===== src/rtl/cpu_pkg.sv =====
// cpu_pkg: shared opcodes, fetch FSM state encoding and instruction length decode.
package cpu_pkg;

    localparam int ADDR_W = 13;

    localparam logic [2:0] OP_LDI   = 3'b000;
    localparam logic [2:0] OP_ADD   = 3'b001;
    localparam logic [2:0] OP_STORE = 3'b010;
    localparam logic [2:0] OP_JMP   = 3'b011;

    typedef enum logic [2:0] {
        IDLE,
        B0_REQ,
        B0_CAP,
        B1_REQ,
        B1_CAP,
        HOLD
    } fetch_state_t;

    // Memory-reference opcodes (OP_LDI..OP_JMP) carry a second address byte.
    function automatic logic is_two_byte(input logic [7:0] byte0);
        return byte0[7:5] <= OP_JMP;
    endfunction

endpackage


===== src/rtl/instr_fetch.sv =====
// instr_fetch: byte-wide fetch of 1/2-byte instructions with valid/ready output and jump flush.
// Optional FETCH_WRAP_CHECK_EN adds a sticky pc_wrap flag on PC rollover.
module instr_fetch #(
    parameter int ADDR_W = 13,
    parameter logic [ADDR_W-1:0] RESET_PC = 13'd0
) (
    input  logic              clock,
    input  logic              reset_n,
    input  logic              fetch_en,
    output logic              memRead,
    output logic [ADDR_W-1:0] addressMem,
    input  logic [7:0]        memOut,
    output logic              instr_valid,
    input  logic              instr_ready,
    output logic [2:0]        instr_op,
    output logic [7:0]        instr_byte0,
    output logic [ADDR_W-1:0] instr_addr,
    output logic              instr_two_byte,
    output logic [ADDR_W-1:0] instr_pc,
    input  logic              jump_en,
    input  logic [ADDR_W-1:0] jump_target
`ifdef FETCH_WRAP_CHECK_EN
    ,
    output logic              pc_wrap
`endif
);
    import cpu_pkg::*;

    fetch_state_t      state;
    logic [ADDR_W-1:0] pc;

    // Jump is checked ahead of the state case so it overrides every transition.
    always_ff @(posedge clock or negedge reset_n) begin
        if (!reset_n) begin
            state          <= IDLE;
            pc             <= RESET_PC;
            memRead        <= 1'b0;
            addressMem     <= '0;
            instr_valid    <= 1'b0;
            instr_op       <= '0;
            instr_byte0    <= '0;
            instr_addr     <= '0;
            instr_two_byte <= 1'b0;
            instr_pc       <= '0;
        end else begin
            memRead <= 1'b0;
            if (jump_en) begin
                state       <= B0_REQ;
                pc          <= jump_target;
                memRead     <= 1'b1;
                addressMem  <= jump_target;
                instr_valid <= 1'b0;
            end else begin
                case (state)
                    IDLE: if (fetch_en) begin
                        state      <= B0_REQ;
                        memRead    <= 1'b1;
                        addressMem <= pc;
                    end
                    B0_REQ: state <= B0_CAP;
                    B0_CAP: begin
                        pc             <= pc + 1'b1;
                        instr_pc       <= pc;
                        instr_byte0    <= memOut;
                        instr_op       <= memOut[7:5];
                        instr_two_byte <= is_two_byte(memOut);
                        instr_addr     <= is_two_byte(memOut) ? {memOut[4:0], 8'h00} : '0;
                        if (is_two_byte(memOut)) begin
                            state      <= B1_REQ;
                            memRead    <= 1'b1;
                            addressMem <= pc + 1'b1;
                        end else begin
                            state       <= HOLD;
                            instr_valid <= 1'b1;
                        end
                    end
                    B1_REQ: state <= B1_CAP;
                    B1_CAP: begin
                        pc              <= pc + 1'b1;
                        instr_addr[7:0] <= memOut;
                        state           <= HOLD;
                        instr_valid     <= 1'b1;
                    end
                    HOLD: if (instr_ready) begin
                        instr_valid <= 1'b0;
                        if (fetch_en) begin
                            state      <= B0_REQ;
                            memRead    <= 1'b1;
                            addressMem <= pc;
                        end else begin
                            state <= IDLE;
                        end
                    end
                    default: state <= IDLE;
                endcase
            end
        end
    end

`ifdef FETCH_WRAP_CHECK_EN
    always_ff @(posedge clock or negedge reset_n) begin
        if (!reset_n)
            pc_wrap <= 1'b0;
        else if (!jump_en && (state == B0_CAP || state == B1_CAP) && pc == '1)
            pc_wrap <= 1'b1;
    end
`endif

endmodule


===== config.mk =====
export PLATFORM = sky130hd
export DESIGN_NAME = instr_fetch
export DESIGN_NICKNAME = d
export VERILOG_FILES = /design/src/rtl/cpu_pkg.sv /design/src/rtl/instr_fetch.sv
export SDC_FILE = /design/constraint.sdc
export NUM_CORES = 1
export LEC_CHECK = 0
export CAP_MARGIN = 20
export CORE_ASPECT_RATIO = 2
export CORE_MARGIN = 3
export CORE_UTILIZATION = 50
export DETAILED_ROUTE_END_ITERATION = 16
export PLACE_DENSITY = 0.79
export SLEW_MARGIN = 0
export SYNTH_ARGS = -nofsm -noshare
export SYNTH_HDL_FRONTEND = slang
export SYNTH_SLANG_ARGS = --single-unit

===== constraint.sdc =====
create_clock -name clock -period 2.2 [get_ports clock]
set_input_delay 0.33 -clock clock [delete_from_list [all_inputs] [get_ports clock]]
set_output_delay 0.33 -clock clock [all_outputs]
set_load 0.005 [all_outputs]

## After elaboration in Yosys (flattened, before gate mapping)

Cells that the tools add are included.

- Flip-flop bits (word level): 69
- Input port bits: 26
- Output and inout port bits: 53
- Word-level logic and storage cells: 58

- Add/subtract/negate cells: 1
- $lt $le $gt $ge: 1
- Eq/ne operators: 9
- Mux-type cells: 24
- Bitwise operators: 1
- Reductions and logical operators: 11

Operators with widths:

| operator | count |
|---|---|
| $mux 13 | 7 |
| $pmux 13 s3 | 1 |
| $pmux 3 s6 | 1 |
| $pmux 8 s2 | 1 |
| $add 13x1->13 const B | 1 |
| $mux 3 | 4 |
| $ne 3x3->1 const B | 4 |
| $mux 1 | 8 |
| $reduce_bool 4->1 | 2 |
| $eq 3x2->1 const B | 2 |
| $eq 3x3->1 const B | 2 |
| $pmux 1 s3 | 2 |
| $reduce_and 2->1 | 3 |
| $reduce_and 3->1 | 2 |
| $reduce_bool 2->1 | 2 |
| $eq 3x1->1 const B | 1 |
| $le 3x2->1 const B | 1 |
| $logic_not 3->1 | 1 |
| $reduce_or 2->1 | 1 |
| $not 1->1 | 1 |

## Depth between registers and ports, before layout

Gate-level depths: netlist (run 1).

- Word-level depth: 4
- Mapped depth: 7
- Mapped depth without buffers: 5

## Least setup slack after synthesis (run 1)

Ideal clock, no wire load.

- Path kind: register to register
- From: register state[0]
- To: register pc[7]
- Library setup time: 140 ps
- Arrival time: 1631 ps
- Required time: 2060 ps
- Setup slack: 429 ps
- Stages on the path, launching flop included: 7
- Buffers on the path: 2
- Clock period less this slack: 1771 ps
- Path through: dfrtp_1 -> buf_6 -> nor4b_2 -> nor2_1 -> buf_2 -> o22ai_1 -> a221oi_1

- Longest elaborated chain between the ends: 3
- Elaborated cells on any way between the ends: 4
- Classes of those cells: eq/ne (2); reduce/logical (2)

Ends and longest elaborated chain:

| element | RTL line | source |
|---|---|---|
| from (decl) | instr_fetch.sv:29 | `fetch_state_t state;` |
| from (signal assigned) | instr_fetch.sv:35 | `state <= IDLE;` |
| from (signal assigned) | instr_fetch.sv:48 | `state <= B0_REQ;` |
| from (signal assigned) | instr_fetch.sv:56 | `state <= B0_REQ;` |
| $eq 3x2->1 / $eq 3x3->1 (equally long branches) | instr_fetch.sv:54 | `case (state)` |
| $reduce_or 2->1 (no line) (*) | -- |  |
| $reduce_bool 2->1 (no line) (*) | -- |  |
| to (signal assigned) | instr_fetch.sv:49 | `pc <= jump_target;` |
| to (signal assigned) | instr_fetch.sv:62 | `pc <= pc + 1'b1;` |
| to (signal assigned) | instr_fetch.sv:79 | `pc <= pc + 1'b1;` |
| to (decl) | instr_fetch.sv:30 | `logic [ADDR_W-1:0] pc;` |

Mark *: on every way between the ends. The rest lies on a longest branch, timed or not.
A chain may end at the register's enable or synchronous reset.

## Worst setup path after layout (run 1)

- From: register pc[0]
- To: register addressMem[10]

- Longest elaborated chain between the ends: 4

Ends and longest elaborated chain:

| element | RTL line | source |
|---|---|---|
| $add 13x1->13 | instr_fetch.sv:71 | `addressMem <= pc + 1'b1;` |
| $mux 13 | instr_fetch.sv:68 | `if (is_two_byte(memOut)) begin` |
| $pmux 13 s3 | instr_fetch.sv:54 |  |
| $mux 13 | instr_fetch.sv:47 | `if (jump_en) begin` |
| to (signal assigned) | instr_fetch.sv:51 | `addressMem <= jump_target;` |
| to (signal assigned) | instr_fetch.sv:58 | `addressMem <= pc;` |
| to (signal assigned) | instr_fetch.sv:71 |  |
| to (decl) | instr_fetch.sv:11 | `output logic [ADDR_W-1:0] addressMem,` |

No other way between the ends. The select of a mux whose other input is x is not followed.

==> flow_summary.ini, run 1 <==
[sta]
grt_setup_unrepaired = false
slew_viol_final = 0
worst_slew_pin_slew_ns = 0.4907
achievable-frequency_mhz = 502.2
postLayoutSetupSlackWorst_ns = 0.2087
fin_crit_ns = 1.991
final_count_of_negative_setup_slack_endpoints = 0
setup-tns-final_ns = 0
finalHoldViolCount = 0
max-slew-margin-rel = 0.6705
min_period_over_period = 0.9051
finalClockSkew_ns = 0.004782

[detailed_routing]
totalWireLength_mm = 8.940
via_count = 2929
drc_errors = 0
drt.antenna.violating_nets = 0
number_of_violations_reported_at_the_end_of_detailed_routing_iteration_0 = 221
routed_via_density = 5.558
avgRoutedWirePerCell_um = 16.96
detailedRoute.firstPassIterationCount = 4

[grt]
global_route.overflow_total = 0
grt_max_degree = 59
global_route_wire_length_before_repair_mm = 14.84
globalRouteTotalUtil = 0.2525
grt_pass1_vias = 2981
grt_antenna_before_repair = 0

[run]
maxCapViolations = 0

[cells_and_area]
layout-area-overhead-vs-synth_pct = 38.54
layout-drive-gt1-share = 0.1134
antennaDiodeCount = 0
layout.filler_cells = 520
final_nets = 464

[clocking]
cts.sinks = 66
clock_tree.root_cell = clkbuf_16
h-tree-depth = 3
worst_skew_pair.late_latency_ns = 0.33
cts_inserted_buffers = 9
clock_path_buffers = 2
tritoncts = built
path_clk_slew_ns = 0.05

[synth]
ys_warn_count = 0
netlist.top_cell.by_area = dfrtp_1
synth.yosys.seq_area_share = 0.4992
synth.avg_cell_area_sq_um = 9.372
synth_cell_types = 49
asyncSetResetFlopFracSynth = 1.000
most_instantiated_flip_flop_cell_in_the_synthesis_netlist = dfrtp_1
synth_most_common_cell = nand2_1
number_of_enable_type_register_cells_in_the_synthesized_netlist = 0
synth.top_cells.by_area = dfrtp_1 50%, nand2_1 10%, xnor2_1 4.2%
post_synth_instance_area_sq_mm = 0.003308
synth.cells.most_frequent = 88 x nand2_1, 66 x dfrtp_1, 21 x nor3_1
netlist.area_leader.share = 0.4992
postSynthNetCount = 380
synthesis.instances = 353
postSynthRegisterBits = 66

[power_and_ir_drop]
cellLeakagePower_nw = 2.011
ir_drop_mv = 0.5796
power_per_cell_area_mw_per_mm2 = 1023

[die]
row_count = 41
fp.coreArea_sq_mm = 0.006361
dieArea_sq_mm = 0.007687
fp.dieH_um = 121.0
dieWidth_um = 63.52
initial_core_util = 0.5201
io_pins = 79

[setup_path]
worst-endpoint-required_ns = 2.43
worstSetupStartpointType = flop
critPathKind = reg -> reg
r2r.worst_path.cells = 5
crit-reg2reg-capture = addressMem[10]$_DFFE_PN0P_
cp-endpoint = addressMem[10]$_DFFE_PN0P_
timing.critical_path.from = pc[0]$_DFFE_PN0P_
endpoint_kind = flop
crit-reg2reg-launch = pc[0]$_DFFE_PN0P_
ff2ff_setup_slack_ns = 0.21
arrival_time_at_the_worst_endpoint_ns = 2.22
crit_path_max_fanout = 6

[placement]
io_buffers = 78
dpl.hpwl_mm = 6.604
gp_routability_congestion = 0.9370
pre_cts_slack_ns = 0.2276

[run_status]
status = finished, final reports clean

[worst_hold_path]
worst_hold_path_type = in -> async
[registers in the layout (all words and copies together), names as in the netlist]
register and cells:
addressMem 13, instr_addr 13, instr_byte0 6, instr_op 2, instr_pc 13, instr_two_byte 1
instr_valid 1, memRead 1, pc 13, state 3
[kinds of logic (layout without fill, tap and decap cells)]
family                   count (synthesis)  in the layout  synth area share
buffers and inverters                   41            129           0.05711
AO/OA/AOI/OAI                           62             62            0.1354
multiplexers                             4              4           0.01248
flip-flops                              66             66            0.4992
XOR/XNOR                                17             17           0.04501
AND/OR/NAND/NOR                        162            162            0.2470
adder cells (fa/ha/maj)                  1              1          0.003782
[layer usage]
| metal | track usage | routed length, um |
|---|---|---|
| met3 | 0.03892 | 346 |
| met4 | 0.1258 | 266 |
| met2 | 0.4565 | 4952 |
| met5 | 0 | 0 |
| met1 | 0.2816 | 3375 |
[power breakdown]
part | internal (mW) | leakage [nW] | switching, mW
clock network | 1.05 | 0.156 | 0.489
registers | 1.54 | 0.822 | 0.237
logic | 0.834 | 1.03 | 0.541
[critical path, cell delays in order (launching register included)]
cell and delay [ns]:
dfrtp_1 0.48, ha_1 0.27, nand3_1 0.29, nor4_1 0.47, xnor2_1 0.11, a221oi_1 0.26
[layout by cell type (no fill, tap or decap), drive strengths merged, types with 3 or more instances in the layout]
cell type	Yosys	layout
clkdlybuf4s50	0	77
mux2i	3	3
nand3b	5	5
nand2	88	88
dfrtp	66	66
nand4b	3	3
nor4	8	8
buf	13	27
o21ai	12	12
nor3	21	21
a221oi	5	5
o31ai	6	6
nor2	10	10
xnor2	16	16
a211oi	4	4
nand3	5	5
a21oi	8	8
o21a	5	5
a22o	8	8
nand4	4	4
clkbuf	19	13
nor2b	5	5
inv	9	9
[through the flow]
step / power (mW) / util / cells / hold WS, ns / area [sq um]
after floorplan: 2.312 / - / 353 / 0.03441 / 3308
after global placement: 3.116 / 0.6686 / 511 / 0.1977 / 4253
after detailed placement: 3.177 / 0.6686 / 511 / 0.2027 / 4253
after CTS: 4.731 / 0.7205 / 527 / 0.3840 / 4583
after global routing: 4.929 / 0.7205 / 527 / 0.4249 / 4583
final: 4.688 / 0.7205 / 527 / 0.3993 / 4583
[how the worst min path moves through the flow]
stage	from	endpoint	slack (ns)	depth (start not counted)
5_1_grt	reset_n	instr_byte0[3]$_DFFE_PN0P_	0.42	2
4_1_cts	reset_n	instr_byte0[3]$_DFFE_PN0P_	0.38	2
6_report	reset_n	instr_byte0[3]$_DFFE_PN0P_	0.40	2
3_5_place_dp	reset_n	instr_byte0[3]$_DFFE_PN0P_	0.20	1
2_1_floorplan	reset_n	addressMem[0]$_DFFE_PN0P_	0.03	0
3_3_place_gp	reset_n	instr_byte0[3]$_DFFE_PN0P_	0.20	1
[layout make-up]
type / count / area (sq um) / area share
well taps: 86 / 107.6 / 0.02348
flip-flops and latches: 66 / 1652 / 0.3604
clock inverters: 2 / 60.06 / 0.01310
repair buffers: 105 / 993.5 / 0.2168
clock buffers: 13 / 260.3 / 0.05678
inverters: 9 / 33.78 / 0.007371
multi-input cells: 246 / 1476 / 0.3221
[timing repair]
| item | CTS | global route |
|---|---|---|
| setup buffers | 0 | 0 |
| endpoints found under the setup margin | 0 | 0 |
| resized for setup | 0 | 0 |
| hold buffers | 1 | 0 |
| hold endpoints to repair | 8 | 0 |
Power figures use the tool's default switching activity.
==> run 2: changes to the inputs <==
Settings changed: CORE_UTILIZATION 50 to 54, PLACE_DENSITY 0.79 to 0.85.
Clock period 2.2 ns to 2.5 ns, I/O delays scaled along.
==> run 2 against run 1 <==
Against the previous run: worst hold slack worse by 0.34 ns; fmax is 0.14% higher; highest routed layer unchanged; critical endpoint is now pc[7]$_DFFE_PN0P_; critical path depth is 1 lower; sequential power is 12% lower; first-iteration DRC count is 37% lower; total power is 16% lower; largest cell class unchanged; non-clock buffer count is 8 lower.
==> flow_summary.ini, run 2 (synthesis results as in run 1) <==
[run_status]
status = finished, final reports clean

[grt]
grtUsageMet3 = 0.04978
globalRouteTotalUtil = 0.2615
grt_pass1_vias = 2944
grt_util_met2 = 0.4498
grt_antenna_before_repair = 0
grt_max_degree = 67
groute.layer.met1.usage = 0.2976
global_route.overflow_total = 0
global_route_wire_length_before_repair_mm = 13.87
grt_busiest_layer = met2

[sta]
achievable-frequency_mhz = 502.9
fin_crit_ns = 1.988
postLayoutSetupSlackWorst_ns = 0.5116
finalHoldViolCount = 0
finalHoldWorstSlack_ns = 0.05472
setup-tns-final_ns = 0
slew_viol_final = 0
finalClockSkew_ns = 0.004084
worst_slew_pin_slew_ns = 0.5627
final_count_of_negative_setup_slack_endpoints = 0
max-slew-margin-rel = 0.6239
grt_setup_unrepaired = false
min_period_over_period = 0.7954

[setup_path]
timing.critical_path.cells = xnor2_1, nor2_2, o22ai_1, a221oi_1
critPathBufInv = 0
max_stage_delay_ns = 0.64
crit_slowest_cell = dfrtp_1
critPathTopFamily = flip-flops
worstSetupStartpointType = flop
ff2ff_setup_slack_ns = 0.51
endpoint_kind = flop
worst-endpoint-required_ns = 2.71
critPathKind = reg -> reg
arrival_time_at_the_worst_endpoint_ns = 2.20
crit_path_max_fanout = 14

[cells_and_area]
layout.cells.most_common = nand2_1
finished_layout_cell_area_sq_mm = 0.004449
multiInputGateArea_sq_mm = 0.001476
layout.filler_cells = 414
layout-area-overhead-vs-synth_pct = 34.49
antennaDiodeCount = 0
register_area_sq_mm = 0.001652
postLayoutCoreUtil = 0.7662
mostFrequentLayoutCells = 88 x nand2_1, 77 x clkdlybuf4s50_1, 66 x dfrtp_1, 21 x nor3_1, 18 x buf_4
layout-drive-gt1-share = 0.09677
final_nets = 456
instances_no_fill = 495

[detailed_routing]
number_of_violations_reported_at_the_end_of_detailed_routing_iteration_0 = 139
drt.antenna.violating_nets = 0
drc_errors = 0
detailedRoute.firstPassIterationCount = 5
routed_via_density = 6.012
avgRoutedWirePerCell_um = 17.42
totalWireLength_mm = 8.622
via_count = 2976

[die]
row_count = 39
dieArea_sq_mm = 0.007158
initial_core_util = 0.5697
io_pins = 79
fp.dieH_um = 116.7
dieWidth_um = 61.35
fp.coreArea_sq_mm = 0.005807

[power_and_ir_drop]
power.total_mw = 3.955
cellLeakagePower_nw = 1.955
ir_drop_mv = 0.5691
power_per_cell_area_mw_per_mm2 = 889.0

[placement]
io_buffers = 78
pre_cts_slack_ns = 0.3549
dpl.hpwl_mm = 6.113
detailed_place.area_sq_mm = 0.004169
dp_cells = 479
gp_routability_congestion = 0.8986

[clocking]
tritoncts = built
clock_path_buffers = 2
cts_inserted_buffers = 9
worst_skew_pair.late_latency_ns = 0.33
h-tree-depth = 3
ctsHoldBuffers = 0
clock_tree.root_cell = clkbuf_16
cts.sinks = 66
post_cts_buffers = 0
path_clk_slew_ns = 0.05
cts_repair_resize_count = 0

[worst_hold_path]
worst_hold_path_type = in -> async

[run]
maxCapViolations = 0
==> run 2: cell count changes in the layout (fill, tap and decap cells not counted), sizes merged <==
| cell | before | now |
|---|---|---|
| dlygate4sd3 | 1 | 0 |
| buf | 27 | 20 |
| bufinv | 2 | 1 |
| clkinv | 0 | 2 |
==> run 2: final timing paths <==
check	start	end	cells past startpoint
setup reg to reg	state[2]$_DFFE_PN0P_	pc[7]$_DFFE_PN0P_	4
max in group asynchronous	reset_n	addressMem[12]$_DFFE_PN0P_	2
min in group clock	instr_addr[8]$_DFFE_PN0P_	instr_addr[8]$_DFFE_PN0P_	2
setup / recovery	state[2]$_DFFE_PN0P_	pc[7]$_DFFE_PN0P_	4
hold / removal	reset_n	instr_byte0[2]$_DFFE_PN0P_	2
hold reg to reg	instr_addr[8]$_DFFE_PN0P_	instr_addr[8]$_DFFE_PN0P_	2
==> run 2: area by class of cell <==
cell class | instances | area share
well taps | 61 | 0.01715
clock inverters | 3 | 0.008999
flip-flops and latches | 66 | 0.3712
multi-input cells | 246 | 0.3318
clock buffers | 13 | 0.05399
repair buffers | 97 | 0.2092
inverters | 9 | 0.007593
==> run 2: per-layer routing <==
metal  wire (um)  up-vias
met4         310        0
met3         367       28
met2        4689      119
met1        3255     1448
met5           0        -
li1            -     1381
==> run 2: power by group <==
part / switching (mW) / internal [mW]
clock: 0.429 / 0.769
sequential: 0.218 / 1.36
combinational: 0.460 / 0.723
==> variant 1 (settings of run 1) <==
Encoding of `fetch_state_t`: now Gray code (3 bits for 6 states).
--- a/src/rtl/cpu_pkg.sv
+++ b/src/rtl/cpu_pkg.sv
@@ -11,8 +11,8 @@
     typedef enum logic [2:0] {
-        IDLE,
-        B0_REQ,
-        B0_CAP,
-        B1_REQ,
-        B1_CAP,
-        HOLD
+        IDLE   = 3'b000,
+        B0_REQ = 3'b001,
+        B0_CAP = 3'b011,
+        B1_REQ = 3'b010,
+        B1_CAP = 3'b110,
+        HOLD   = 3'b111
     } fetch_state_t;
Check against the original RTL: no difference found for any inputs over 10 cycles, from zero or initial values and one cycle with reset_n low; not proved beyond that.
==> variant 1 against run 1 <==
Worst setup slack lost 26 ps; hold slack gained 64 ps; sequential cell count did not move; sequential share of layout area is essentially flat; wire length fell by 5.2%; total power is 9.9% lower; final area increased by 0.14%; combinational power is 22% lower; area after synthesis is 1.9% higher; sequential power decreased by 8%; highest routed layer unchanged.
==> variant 1: results (changes against run 1) <==
Routing
The average via count per standard cell was 5.45 (was 5.56). The DRC marker count from the first detailed-route iteration is 180 (was 221). The total length of routed met2 wires is 4410 um (was 4950 um). The total routed wirelength came to 8470 um (was 8940 um).

The routed metal-1 wire length is 3290 um (was 3380 um). The detailed route wirelength on metal3 is 369 um (was 346 um).

Run status
Result of the run: finished, final reports clean (unchanged).

Yosys
The share of the synthesized area in compound gates (AO/OA/AOI/OAI) is 0.141 (was 0.135). The most used flip-flop cell after synthesis is dfrtp_1 (unchanged). Area contributors post-synth: dfrtp_1 (49%), nand2_1 (9.4%), o21ai_0 (2.5%), xnor2_1 (2.3%), a22o_1 (2.1%) (was dfrtp_1 (50%), nand2_1 (10%), xnor2_1 (4.2%), nor3_1 (3.2%), clkbuf_1 (2.2%)). The number of different library cells in the post-synthesis netlist was 59 (was 49).

The post-synth net total was 370 (was 380). Commonest cells in the netlist: nand2_1 (84), dfrtp_1 (66), o21ai_0 (17) (was nand2_1 (88), dfrtp_1 (66), nor3_1 (21)). The post-synthesis sequential area ratio is 0.490 (was 0.499). The post-synthesis mux area share is 0.0152 (was 0.0125).

GRT
The total track usage was 0.233 (was 0.253). The largest net degree at the start of global routing came to 45 (was 59).

Cells and area
The count of nets after finishing was 451 (was 464). The filler cell count is 471 (was 520).

Setup path
The highest fanout seen on the critical path was 15 (was 6). The dominant delay contributor by cell family on the critical path is compound AO/OA/AOI/OAI gates (was simple AND/OR/NAND/NOR gates). The longest individual stage delay on the worst path is 590 ps (was 480 ps).

STA
The clock skew is 5.38 ps (was 4.78 ps). The transition time at the pin with the least slew margin came to 591 ps (was 491 ps).

Hold path
The worst min-delay path category is reg -> reg (was in -> async).

Placed design
The global placer's final weighted congestion came to 0.906 (was 0.937). The placed wire-length estimate after detailed placement was 6250 um (was 6600 um). The post-place setup slack was 102 ps (was 228 ps).

Power
The peak ir drop on the vdd network is 0.894 mV (was 0.580 mV). The leakage dissipation came to 2.01 nW (about the same).
-- variant 1: metrics by stage --
| step | hold WS (ps) | instances | util |
|---|---|---|---|
| 5_1_grt | 500 | 515 | 0.716 |
| 2_1_floorplan | 34.4 | 343 | - |
| 4_1_cts | 467 | 515 | 0.716 |
| 3_5_place_dp | 344 | 498 | 0.664 |
| 6_report | 463 | 515 | 0.716 |
| 3_3_place_gp | 338 | 498 | 0.664 |
-- variant 1: final timing paths --
path | start | depth (start not counted) | endpoint | slack [ps]
min reg2reg | instr_addr[11]$_DFFE_PN0P_ | 2 | instr_addr[11]$_DFFE_PN0P_ | 460
max | state[2]$_DFFE_PN0P_ | 4 | addressMem[10]$_DFFE_PN0P_ | 180
min | instr_addr[11]$_DFFE_PN0P_ | 2 | instr_addr[11]$_DFFE_PN0P_ | 460
max reg2reg | state[2]$_DFFE_PN0P_ | 4 | addressMem[10]$_DFFE_PN0P_ | 180
min in group asynchronous | reset_n | 2 | instr_op[0]$_DFFE_PN0P_ | 520
max in group asynchronous | reset_n | 3 | instr_byte0[1]$_DFFE_PN0P_ | 1050
-- variant 1: kinds of logic (layout without fill, tap and decap cells) --
kind of cell    after synthesis  in the layout
buf+inv                      37            123
flops                        66             66
compound gates               65             65
mux                           5              5
fa+ha+maj                     1              1
simple gates                153            153
xor+xnor                     16             16
-- variant 1: per-layer routing --
metal | global-route usage | vias up
met5 | 0 | -
met3 | 0.0507 | 27
met4 | 0.139 | 0
li1 | - | 1349
met1 | 0.272 | 1341
met2 | 0.388 | 90
-- variant 1: power breakdown --
part	leakage (nW)	switching, W	internal [W]	total (W)
logic	1.04	0.000452	0.000617	0.00107
registers	0.819	0.000203	0.00144	0.00164
clock network	0.156	0.000496	0.00102	0.00151
-- variant 1: timing repair --
| item | in CTS | in global routing |
|---|---|---|
| endpoints found under the setup margin | 0 | 0 |
| gates resized for setup | 0 | 0 |
| hold buffers | 1 | 0 |
| endpoints found under the hold margin | 12 | 0 |
-- variant 1: layout make-up --
type                            instances  area (um2)  area share
Sequential cell                        66        1650       0.360
Multi-Input combinational cell        240        1530       0.333
Inverter                                7        26.3     0.00573
Clock buffer                           11         243      0.0529
Tap cell                               86         108      0.0234
Clock inverter                          5        77.6      0.0169
Timing Repair Buffer                  100         956       0.208
-- variant 1: worst min-delay path, stage by stage, from the launching register on --
cell and delay, ps:
dfrtp_1 330, nand2_1 50, nand2_1 50
==> variant 2 (settings of run 1) <==
Without the edit above. Add a define of `FETCH_WRAP_CHECK_EN`.
--- a/src/rtl/instr_fetch.sv
+++ b/src/rtl/instr_fetch.sv
@@ -2,2 +2,4 @@
 // Optional FETCH_WRAP_CHECK_EN adds a sticky pc_wrap flag on PC rollover.
+`define FETCH_WRAP_CHECK_EN
+
 module instr_fetch #(
Behaviour (old outputs only; new: pc_wrap): unchanged (equiv_simple and equiv_induct, registers matched by name and starting in step).
==> variant 2 against run 1 <==
Final cell count grew 2.3%; area after synthesis grew 2.8%; final area grew 2.8%; largest cell class unchanged; sequential power grew 2%; total power grew 3.4%; worst setup slack lost 64 ps; wire length grew 11%; sequential cell count grew 1; critical path depth grew 1.
==> variant 2: results (changes against run 1) <==
Yosys
The post-synthesis sequential area ratio is 0.493 (was 0.499). The adder-cell area share of the yosys netlist is 0.00368 (was 0.00378). The post-synth net total was 388 (was 380). The share of the synthesized area in compound gates (AO/OA/AOI/OAI) is 0.145 (was 0.135). Area contributors post-synth: dfrtp_1 (49%), nand2_1 (9.2%), a22o_1 (2.1%), o21ai_0 (2.1%), mux2_2 (2.0%) (was dfrtp_1 (50%), nand2_1 (10%), xnor2_1 (4.2%), nor3_1 (3.2%), clkbuf_1 (2.2%)). Commonest cells in the netlist: nand2_1 (83), dfrtp_1 (67), clkbuf_1 (16), nor2_1 (16), o21ai_0 (14) (was nand2_1 (88), dfrtp_1 (66), nor3_1 (21)). The post-synthesis mux area share is 0.0346 (was 0.0125).

Placed design
The global placer's final weighted congestion is 0.859 (was 0.937). The number of input and output port buffers inserted is 79 (was 78). The placed wire-length estimate after detailed placement is 7060 um (was 6600 um).

The cell area after placement is 4380 um2 (was 4250 um2).

Power
The peak ir drop on the vdd network is 0.502 mV (was 0.580 mV). The leakage dissipation was 2.06 nW (was 2.01 nW). The design internal power is 0.00351 W (was 0.00342 W). The power in sequential cells is 0.00182 W (was 0.00178 W).

The share of power burned in combinational logic is 0.307 (was 0.293).

Cells and area
The data-path buffer share of cell area in the final layout is 0.220 (was 0.217). The clock buffer count in the final layout was 12 (was 13). The number of combinational gates with multiple inputs is 257 (was 246). The number of non-clock inverters in the layout is 6 (was 9). The post-route cell area is 4710 um2 (was 4580 um2). The count of nets after finishing was 477 (was 464). The non-clock buffer count in the final layout came to 109 (was 105). The filler cell count is 496 (was 520). The final-layout clock-cell area share is 0.0672 (was 0.0699).

Setup path
The path depth of the worst reg2reg path is 6 (was 5). The endpoint of the most critical register-to-register path is addressMem[4]$_DFFE_PN0P_ (was addressMem[10]$_DFFE_PN0P_). The arrival time of the worst setup path is 2270 ps (was 2220 ps). The launch instance of the worst register-to-register path is state[0]$_DFFE_PN0P_ (was pc[0]$_DFFE_PN0P_). The highest fanout seen on the critical path came to 9 (was 6). The dominant delay contributor by cell family on the critical path is flip-flops (was simple AND/OR/NAND/NOR gates).

GRT
The fraction of met1 tracks used by global routing is 0.295 (was 0.282). The global-route wire length before repair is 16100 um (was 14800 um). The total track usage came to 0.275 (was 0.253). The met3 track demand over resource in global routing is 0.0632 (was 0.0389). The met2 routing resource usage after global routing is 0.488 (was 0.456). The number of antenna violations at the first check in global routing is 0 (unchanged).

Routing
The average via count per standard cell is 5.85 (was 5.56). The total routed wirelength is 9930 um (was 8940 um). The number of optimization iterations in the first detailed-route pass is 4 (unchanged). The DRC marker count from the first detailed-route iteration is 218 (was 221).

Run status
Result of the run: finished, final reports clean (unchanged).

Floorplanning
The starting density of the core is 0.526 (was 0.520).

Hold path
The worst min-delay path category is reg -> reg (was in -> async).

STA
The smallest setup slack after layout came to 145 ps (was 209 ps). The headroom to the max-slew limit is 0.634 (was 0.670). The clock skew was 5.63 ps (was 4.78 ps).

Clocking
The clock sink count is 67 (was 66).
-- variant 2: changes by cell type after synthesis, moves of 5 or more --
cell      delta
nor3_1      -11
xnor2_1      -9
nand3_1      +8
nor2_1       +7
a221oi_1     -5
mux2_2       +5
nand2_1      -5
nand2b_1     +5
-- variant 2: logic make-up (layout without fill, tap and decap cells) --
kind of cell / count (synthesis) / after routing
mux: 11 / 11
xor+xnor: 7 / 7
simple gates: 168 / 168
fa+ha+maj: 1 / 1
flops: 67 / 67
buf+inv: 37 / 129
compound gates: 70 / 70
-- variant 2: what timing repair did --
| action | CTS | global route |
|---|---|---|
| hold buffers | 1 | 0 |
| hold endpoints to repair | 20 | 0 |
| buffers inserted | 0 | 0 |
| resized for setup | 0 | 0 |
-- variant 2: metal layers --
metal / vias up / part of all wire
met5: - / 0
met4: 0 / 0.050
met3: 33 / 0.049
met2: 120 / 0.55
met1: 1555 / 0.36
li1: 1447 / -
-- variant 2: worst min path at each step --
stage	end	startpoint	cells past startpoint	slack, ps
6_report	instr_addr[12]$_DFFE_PN0P_	instr_addr[12]$_DFFE_PN0P_	2	460
4_1_cts	instr_addr[12]$_DFFE_PN0P_	instr_addr[12]$_DFFE_PN0P_	2	470
5_1_grt	instr_byte0[4]$_DFFE_PN0P_	instr_byte0[4]$_DFFE_PN0P_	2	490
3_5_place_dp	instr_addr[9]$_DFFE_PN0P_	reset_n	1	320
2_1_floorplan	addressMem[0]$_DFFE_PN0P_	reset_n	0	30
3_3_place_gp	instr_addr[9]$_DFFE_PN0P_	reset_n	1	320
-- variant 2: through the flow --
stage | instances | total power (W) | util
finish | 539 | 0.00485 | 0.729
global route | 539 | 0.00510 | 0.729
CTS | 539 | 0.00488 | 0.729
detailed placement | 524 | 0.00332 | 0.678
global placement | 524 | 0.00327 | 0.678
floorplan | 361 | 0.00238 | -
